`config.mk`:
```
export PLATFORM = sky130hd
export DESIGN_NAME = r5_gather_flat
export DESIGN_NICKNAME = d
export VERILOG_FILES = /design/src/rtl/r5_pkg.sv /design/src/rtl/r5_gather_if.sv /design/src/rtl/r5_slot_bank.sv /design/src/rtl/r5_gather.sv /design/src/flat_wrapper.sv
export SDC_FILE = /design/constraint.sdc
export NUM_CORES = 1
export LEC_CHECK = 0
export ABC_AREA = 0
export CORE_MARGIN = 3
export CORE_UTILIZATION = 58
export CTS_CLUSTER_SIZE = 16
export DETAILED_ROUTE_END_ITERATION = 16
export PLACE_DENSITY_LB_ADDON = 0.05
export SYNTH_ARGS = -nofsm -noshare
export SYNTH_HDL_FRONTEND = slang
export SYNTH_SLANG_ARGS = --single-unit
```
`constraint.sdc`:
```
create_clock -name clk -period 5.45 [get_ports clk]
set_input_delay 0.545 -clock clk [delete_from_list [all_inputs] [get_ports clk]]
set_output_delay 0.545 -clock clk [all_outputs]
set_load 0.02 [all_outputs]
```
`src/rtl/r5_pkg.sv`:
```
// Shared constants and types for the radix-5 gather path.
// The complex sample type is fixed at R5_DATA_W; DATA_W on the top defaults to it.
package r5_pkg;

  localparam int R5_PTS    = 5;
  localparam int R5_DATA_W = 32;
  localparam int R5_CNT_W  = 3;

  typedef enum logic {
    COLLECT = 1'b0,
    HOLD    = 1'b1
  } r5_state_e;

  typedef struct packed {
    logic [R5_DATA_W-1:0] re;
    logic [R5_DATA_W-1:0] img;
  } r5_cplx_t;

endpackage

```
`src/rtl/r5_gather_if.sv`:
```
// Sample stream in, 5-point vector out, with valid/ready on both sides.
interface r5_gather_if import r5_pkg::*; #(parameter int DATA_W = R5_DATA_W);

  logic [DATA_W-1:0] a_re;
  logic [DATA_W-1:0] a_img;
  logic              in_valid;
  logic              in_sof;
  logic              in_ready;
  logic [DATA_W-1:0] x0_re;
  logic [DATA_W-1:0] x1_re;
  logic [DATA_W-1:0] x2_re;
  logic [DATA_W-1:0] x3_re;
  logic [DATA_W-1:0] x4_re;
  logic [DATA_W-1:0] x0_img;
  logic [DATA_W-1:0] x1_img;
  logic [DATA_W-1:0] x2_img;
  logic [DATA_W-1:0] x3_img;
  logic [DATA_W-1:0] x4_img;
  logic              out_valid;
  logic              out_ready;
  logic              sync_err;

  modport master (
    output a_re, a_img, in_valid, in_sof, out_ready,
    input  in_ready, out_valid, sync_err,
           x0_re, x1_re, x2_re, x3_re, x4_re,
           x0_img, x1_img, x2_img, x3_img, x4_img
  );

  modport slave (
    input  a_re, a_img, in_valid, in_sof, out_ready,
    output in_ready, out_valid, sync_err,
           x0_re, x1_re, x2_re, x3_re, x4_re,
           x0_img, x1_img, x2_img, x3_img, x4_img
  );

endinterface

```
`src/rtl/r5_slot_bank.sv`:
```
// Five-entry complex register file: one indexed write port, all entries read in parallel.
module r5_slot_bank import r5_pkg::*; (
  input  logic                          clk,
  input  logic                          rst,
  input  logic                          i_we,
  input  logic [R5_CNT_W-1:0]           i_idx,
  input  r5_cplx_t                      i_data,
  output r5_cplx_t [R5_PTS-1:0]         o_slots
);

  r5_cplx_t [R5_PTS-1:0] r_slots;

  always_ff @(posedge clk) begin
    if (rst) begin
      r_slots <= '0;
    end else if (i_we && (i_idx < R5_CNT_W'(R5_PTS))) begin
      r_slots[i_idx] <= i_data;
    end
  end

  assign o_slots = r_slots;

endmodule

```
`src/rtl/r5_gather.sv`:
```
// Groups 5 consecutive complex samples into one parallel vector for the radix-5 butterfly.
// A completed group that finds the output busy is parked in the collect bank (HOLD).
module r5_gather import r5_pkg::*; #(
  parameter int DATA_W = R5_DATA_W
) (
  input  logic       clk,
  input  logic       rst,
  r5_gather_if.slave bus
);

  r5_state_e             r_state,     w_state_nxt;
  logic [R5_CNT_W-1:0]   r_cnt,       w_cnt_nxt;
  logic                  r_out_valid, w_out_valid_nxt;
  logic                  r_sync_err,  w_sync_err_nxt;
  r5_cplx_t [R5_PTS-1:0] r_x,         w_x_nxt;
  r5_cplx_t [R5_PTS-1:0] w_slots;
  r5_cplx_t              w_sample;
  logic                  w_acc;
  logic                  w_xfer;
  logic                  w_free;
  logic                  w_we;
  logic [R5_CNT_W-1:0]   w_idx;

  assign w_sample.re  = R5_DATA_W'(bus.a_re);
  assign w_sample.img = R5_DATA_W'(bus.a_img);

  assign bus.in_ready = !rst && (r_state == COLLECT);
  assign w_acc        = bus.in_valid && bus.in_ready;
  assign w_xfer       = r_out_valid && bus.out_ready;
  assign w_free       = !r_out_valid || bus.out_ready;

  r5_slot_bank u_bank (
    .clk     (clk),
    .rst     (rst),
    .i_we    (w_we),
    .i_idx   (w_idx),
    .i_data  (w_sample),
    .o_slots (w_slots)
  );

  always_ff @(posedge clk) begin
    if (rst) begin
      r_state     <= COLLECT;
      r_cnt       <= '0;
      r_out_valid <= 1'b0;
      r_sync_err  <= 1'b0;
      r_x         <= '0;
    end else begin
      r_state     <= w_state_nxt;
      r_cnt       <= w_cnt_nxt;
      r_out_valid <= w_out_valid_nxt;
      r_sync_err  <= w_sync_err_nxt;
      r_x         <= w_x_nxt;
    end
  end

  // A start-of-group marker always restarts at slot 0; the completing sample bypasses the bank.
  always_comb begin
    w_state_nxt     = r_state;
    w_cnt_nxt       = r_cnt;
    w_out_valid_nxt = r_out_valid;
    w_sync_err_nxt  = 1'b0;
    w_x_nxt         = r_x;
    w_we            = 1'b0;
    w_idx           = r_cnt;
    case (r_state)
      COLLECT: begin
        if (w_xfer) begin
          w_out_valid_nxt = 1'b0;
        end
        if (w_acc) begin
          if (bus.in_sof) begin
            w_we           = 1'b1;
            w_idx          = '0;
            w_cnt_nxt      = R5_CNT_W'(1);
            w_sync_err_nxt = (r_cnt != '0);
          end else if (r_cnt < R5_CNT_W'(R5_PTS - 1)) begin
            w_we      = 1'b1;
            w_cnt_nxt = r_cnt + R5_CNT_W'(1);
          end else if (w_free) begin
            w_x_nxt[R5_PTS-2:0] = w_slots[R5_PTS-2:0];
            w_x_nxt[R5_PTS-1]   = w_sample;
            w_out_valid_nxt     = 1'b1;
            w_cnt_nxt           = '0;
          end else begin
            w_we        = 1'b1;
            w_cnt_nxt   = '0;
            w_state_nxt = HOLD;
          end
        end
      end
      HOLD: begin
        if (w_xfer) begin
          w_x_nxt     = w_slots;
          w_state_nxt = COLLECT;
        end
      end
      default: begin
        w_state_nxt = COLLECT;
      end
    endcase
  end

  assign bus.out_valid = r_out_valid;
  assign bus.sync_err  = r_sync_err;
  assign bus.x0_re     = DATA_W'(r_x[0].re);
  assign bus.x1_re     = DATA_W'(r_x[1].re);
  assign bus.x2_re     = DATA_W'(r_x[2].re);
  assign bus.x3_re     = DATA_W'(r_x[3].re);
  assign bus.x4_re     = DATA_W'(r_x[4].re);
  assign bus.x0_img    = DATA_W'(r_x[0].img);
  assign bus.x1_img    = DATA_W'(r_x[1].img);
  assign bus.x2_img    = DATA_W'(r_x[2].img);
  assign bus.x3_img    = DATA_W'(r_x[3].img);
  assign bus.x4_img    = DATA_W'(r_x[4].img);

endmodule

```
`src/flat_wrapper.sv`:
```
// flat-port wrapper written by rule: the top's interface ports become plain ports
module r5_gather_flat import r5_pkg::*;
#(
  parameter int DATA_W = R5_DATA_W
)
  (clk, rst, bus_a_re, bus_a_img, bus_in_valid, bus_in_sof, bus_out_ready, bus_in_ready, bus_out_valid, bus_sync_err, bus_x0_re, bus_x1_re, bus_x2_re, bus_x3_re, bus_x4_re, bus_x0_img, bus_x1_img, bus_x2_img, bus_x3_img, bus_x4_img);
  r5_gather_if #(.DATA_W(DATA_W)) bus_i ();
  input  logic clk;
  input  logic rst;
  input wire logic [$bits(bus_i.a_re)-1:0] bus_a_re;
  input wire logic [$bits(bus_i.a_img)-1:0] bus_a_img;
  input wire logic [$bits(bus_i.in_valid)-1:0] bus_in_valid;
  input wire logic [$bits(bus_i.in_sof)-1:0] bus_in_sof;
  input wire logic [$bits(bus_i.out_ready)-1:0] bus_out_ready;
  output wire logic [$bits(bus_i.in_ready)-1:0] bus_in_ready;
  output wire logic [$bits(bus_i.out_valid)-1:0] bus_out_valid;
  output wire logic [$bits(bus_i.sync_err)-1:0] bus_sync_err;
  output wire logic [$bits(bus_i.x0_re)-1:0] bus_x0_re;
  output wire logic [$bits(bus_i.x1_re)-1:0] bus_x1_re;
  output wire logic [$bits(bus_i.x2_re)-1:0] bus_x2_re;
  output wire logic [$bits(bus_i.x3_re)-1:0] bus_x3_re;
  output wire logic [$bits(bus_i.x4_re)-1:0] bus_x4_re;
  output wire logic [$bits(bus_i.x0_img)-1:0] bus_x0_img;
  output wire logic [$bits(bus_i.x1_img)-1:0] bus_x1_img;
  output wire logic [$bits(bus_i.x2_img)-1:0] bus_x2_img;
  output wire logic [$bits(bus_i.x3_img)-1:0] bus_x3_img;
  output wire logic [$bits(bus_i.x4_img)-1:0] bus_x4_img;
  assign bus_i.a_re = bus_a_re;
  assign bus_i.a_img = bus_a_img;
  assign bus_i.in_valid = bus_in_valid;
  assign bus_i.in_sof = bus_in_sof;
  assign bus_i.out_ready = bus_out_ready;
  assign bus_in_ready = bus_i.in_ready;
  assign bus_out_valid = bus_i.out_valid;
  assign bus_sync_err = bus_i.sync_err;
  assign bus_x0_re = bus_i.x0_re;
  assign bus_x1_re = bus_i.x1_re;
  assign bus_x2_re = bus_i.x2_re;
  assign bus_x3_re = bus_i.x3_re;
  assign bus_x4_re = bus_i.x4_re;
  assign bus_x0_img = bus_i.x0_img;
  assign bus_x1_img = bus_i.x1_img;
  assign bus_x2_img = bus_i.x2_img;
  assign bus_x3_img = bus_i.x3_img;
  assign bus_x4_img = bus_i.x4_img;
  r5_gather #(.DATA_W(DATA_W)) u_core (.clk(clk), .rst(rst), .bus(bus_i));
endmodule
```
==> impl_metrics.toml <==
[floorplanning]
rows = 77
area_of_the_core_um2 = 44300
design.portCount = 392
die_outline_height_um = 218
dieArea_um2 = 47600
start_util = 0.589
die_width_um = 218

[logic_synthesis]
post_synth.cell_area_avg_um2 = 10.5
synthTopCellsByArea = "dfxtp_1 (50%), mux2i_1 (22%), nand2b_1 (14%)"
ys_seq_elements = 646
syn-cell-area_um2 = 26100
syn_inst = 2490
synthesis.nets = 2561
yosys.cell_types.count = 33
synth_seq_area_share = 0.495
count_of_flip_flops_with_a_built_in_enable_after_synthesis = 0
synth.cells.most_frequent = "dfxtp_1 (646), nand2b_1 (589), mux2i_1 (576)"
ys_async_sr_fraction = 0
yosys.area.top_type = "dfxtp_1"
yosys_warnings = 0
ys_dominant_reg_cell = "dfxtp_1"
fraction_of_synthesized_cell_area_taken_by_the_top_area_cell_type = 0.495
synth_most_common_cell = "dfxtp_1"

[outcome]
outcome = "complete, no violations"

[sta]
clock-skew-final_ps = 11.9
totalNegativeSetupSlack_ps = 0
timing.final.crit_period_ps = 3380
hold_viol_final = 0
hold_slack_ps = 471
grt_setup_unrepaired = "no"
period_share = 0.619
final-setup-viol-count = 0
fmax_mhz = 296
slew_headroom = 0.189
slew_violations = 0
worst_pin_slew_ps = 1210

[clock_tree]
cts_repair_resize_count = 0
cts_buffers = 66
clkTransAtPathRegs_ps = 60
cts_htree_levels = 3
cts_tree = "yes"
cts_root_buffer = "clkbuf_16"
postCtsHoldBufs = 0
numClockSinks = 646
clk-insertion-delay-late_ps = 570
cts_setup_buffers = 0
clock_tree.buffer_depth = 3

[cells_and_area]
layout.core_utilization = 0.731
fraction_of_final_layout_cells_with_drive_strength_greater_than_1 = 0.0699
design_area_um2 = 32400
finalNetCount = 2856
syn2layout_area_growth_pct = 24.2

[power_and_ir_drop]
power.density_cell_area_nw_per_um2 = 298
power_leakage_uw = 0.0138
fin_total_pwr_uw = 9660
vdd_drop_max_mv = 0.271

[worst_setup_path]
max_fanout_on_critical_path = 230
worst_ep_required_time_ps = 5930
critical_path_buffer_and_inverter_count = 2
crit_chain = "buf_8, or4b_4, or4_4, buf_4, mux2i_1"
cp-start-kind = "primary input"
setup.worst_path.end_class = "flop"
worst-endpoint-arrival_ps = 3860
worstSetupPathType = "in -> reg"
path_delay_family = "buffers and inverters"
critical_path.max_stage_delay_ps = 800
cpMaxStageDelayCell = "or4b_4"

[grt]
global_route.usage.total = 0.270
number_of_global_route_vias_before_repair = 18100
grt_antenna_before_repair = 2
grt_start_max_net_pins = 231
grt_pass1_wl_um = 102000
remaining_global_route_overflow = 0

[routing]
routed_via_density = 5.34
antenna_violating_nets_post_route = 0
detailedRoute.firstPassIterationCount = 5
via_count = 18300
route.detailed.drc = 0
routed_wire_per_std_cell_um = 19.3
first_drt_iteration_drcs = 1073
route.final.wire_length_um = 66000

[place]
placedInstanceArea_um2 = 30200
hpwlAfterDp_um = 42600
placement.io_buffers = 391
globalplace.congestion = 0.815

[job]
max-cap-violations = 0

[hold_path]
holdCritPathClass = "reg -> reg"
==> metrics by stage <==
stage          instances  setup WS [ps]
3_3_place_gp        3309           1610
3_5_place_dp        3309           1550
5_1_grt             3426           1860
4_1_cts             3425           2080
2_1_floorplan       2490           3010
6_report            3426           2070
==> sequential cells by signal, indices dropped and copies added, names as in the netlist <==
name / flops
u_core.bus.x4_img: 32
u_core.bus.x2_re: 32
u_core.bus.out_valid: 1
u_core.bus.x4_re: 32
u_core.bus.x1_re: 32
u_core.bus.x2_img: 32
u_core.r_cnt: 3
u_core.bus.sync_err: 1
u_core.bus.x3_re: 32
u_core.bus.x0_re: 32
u_core.r_state: 1
u_core.u_bank.o_slots: 320
u_core.bus.x3_img: 32
u_core.bus.x1_img: 32
u_core.bus.x0_img: 32
==> cells in the final DEF (no fill, tap or decap), drive strengths merged <==
master           n
a211oi           1
clkbuf         114
nand4b           1
nand2b         589
nor4b            1
diode            1
or4              2
nand2            2
nor3b            2
nor2            68
o21ai           66
nor4bb           1
a21oi           67
o22a             1
nor4             1
nand3           65
inv             68
or3b             2
o22ai            1
clkdlybuf4s50  390
dfxtp          646
and2             1
mux2i          576
or4b             1
mux2            64
clkinv           2
nor2b           66
nor3             4
o2111ai          1
nand3b           1
buf             26
ha               2
a41oi            1
==> cell families after synthesis <==
family	share of synthesized area
flip-flops	0.495
AND/OR/NAND/NOR	0.185
adder cells (fa/ha/maj)	0.000959
buffers and inverters	0.0430
multiplexers	0.249
AO/OA/AOI/OAI	0.0270
==> cell type report <==
class / instances / area, um2
clock buffers: 114 / 2180
diodes: 1 / 2.50
well taps: 592 / 741
inverters: 68 / 255
multi-input cells: 1587 / 12100
fillers: 3195 / 11900
repair buffers: 416 / 4170
flip-flops and latches: 646 / 12900
clock inverters: 2 / 10.0
==> worst paths after layout <==
check	cells past startpoint	slack [ps]	to	from
setup / recovery	5	2070	u_core.u_bank.o_slots[74]$_SDFFE_PP0P_	rst
hold / removal	2	470	u_core.bus.x2_re[28]$_SDFFE_PP0P_	u_core.u_bank.o_slots[188]$_SDFFE_PP0P_
setup reg to reg	4	2100	u_core.u_bank.o_slots[74]$_SDFFE_PP0P_	u_core.r_state$_SDFF_PP0_
hold reg to reg	2	470	u_core.bus.x2_re[28]$_SDFFE_PP0P_	u_core.u_bank.o_slots[188]$_SDFFE_PP0P_
==> per-layer routing <==
layer / share of wire / track usage / vias up / routed length (um)
li1: - / - / 8848 / -
met1: 0.44 / 0.355 / 8896 / 28900
met2: 0.48 / 0.456 / 470 / 31900
met3: 0.057 / 0.0495 / 80 / 3740
met4: 0.021 / 0.0774 / 2 / 1400
met5: 0.00018 / 0 / - / 12
==> worst register-to-register path: stages, from the launching register on <==
cell	delay, ps
dfxtp_4	770
or4b_4	790
or4_4	620
buf_4	770
mux2i_1	320
==> where the power goes <==
| part | switching [uW] | leakage (uW) | total, uW | internal (uW) |
|---|---|---|---|---|
| Combinational | 221 | 0.00746 | 398 | 177 |
| Sequential | 14.7 | 0.00522 | 4790 | 4770 |
| Clock | 1780 | 0.00108 | 4480 | 2700 |
| Total | 2010 | 0.0138 | 9660 | 7650 |
Note: power is estimated with default switching activity, not from simulation.
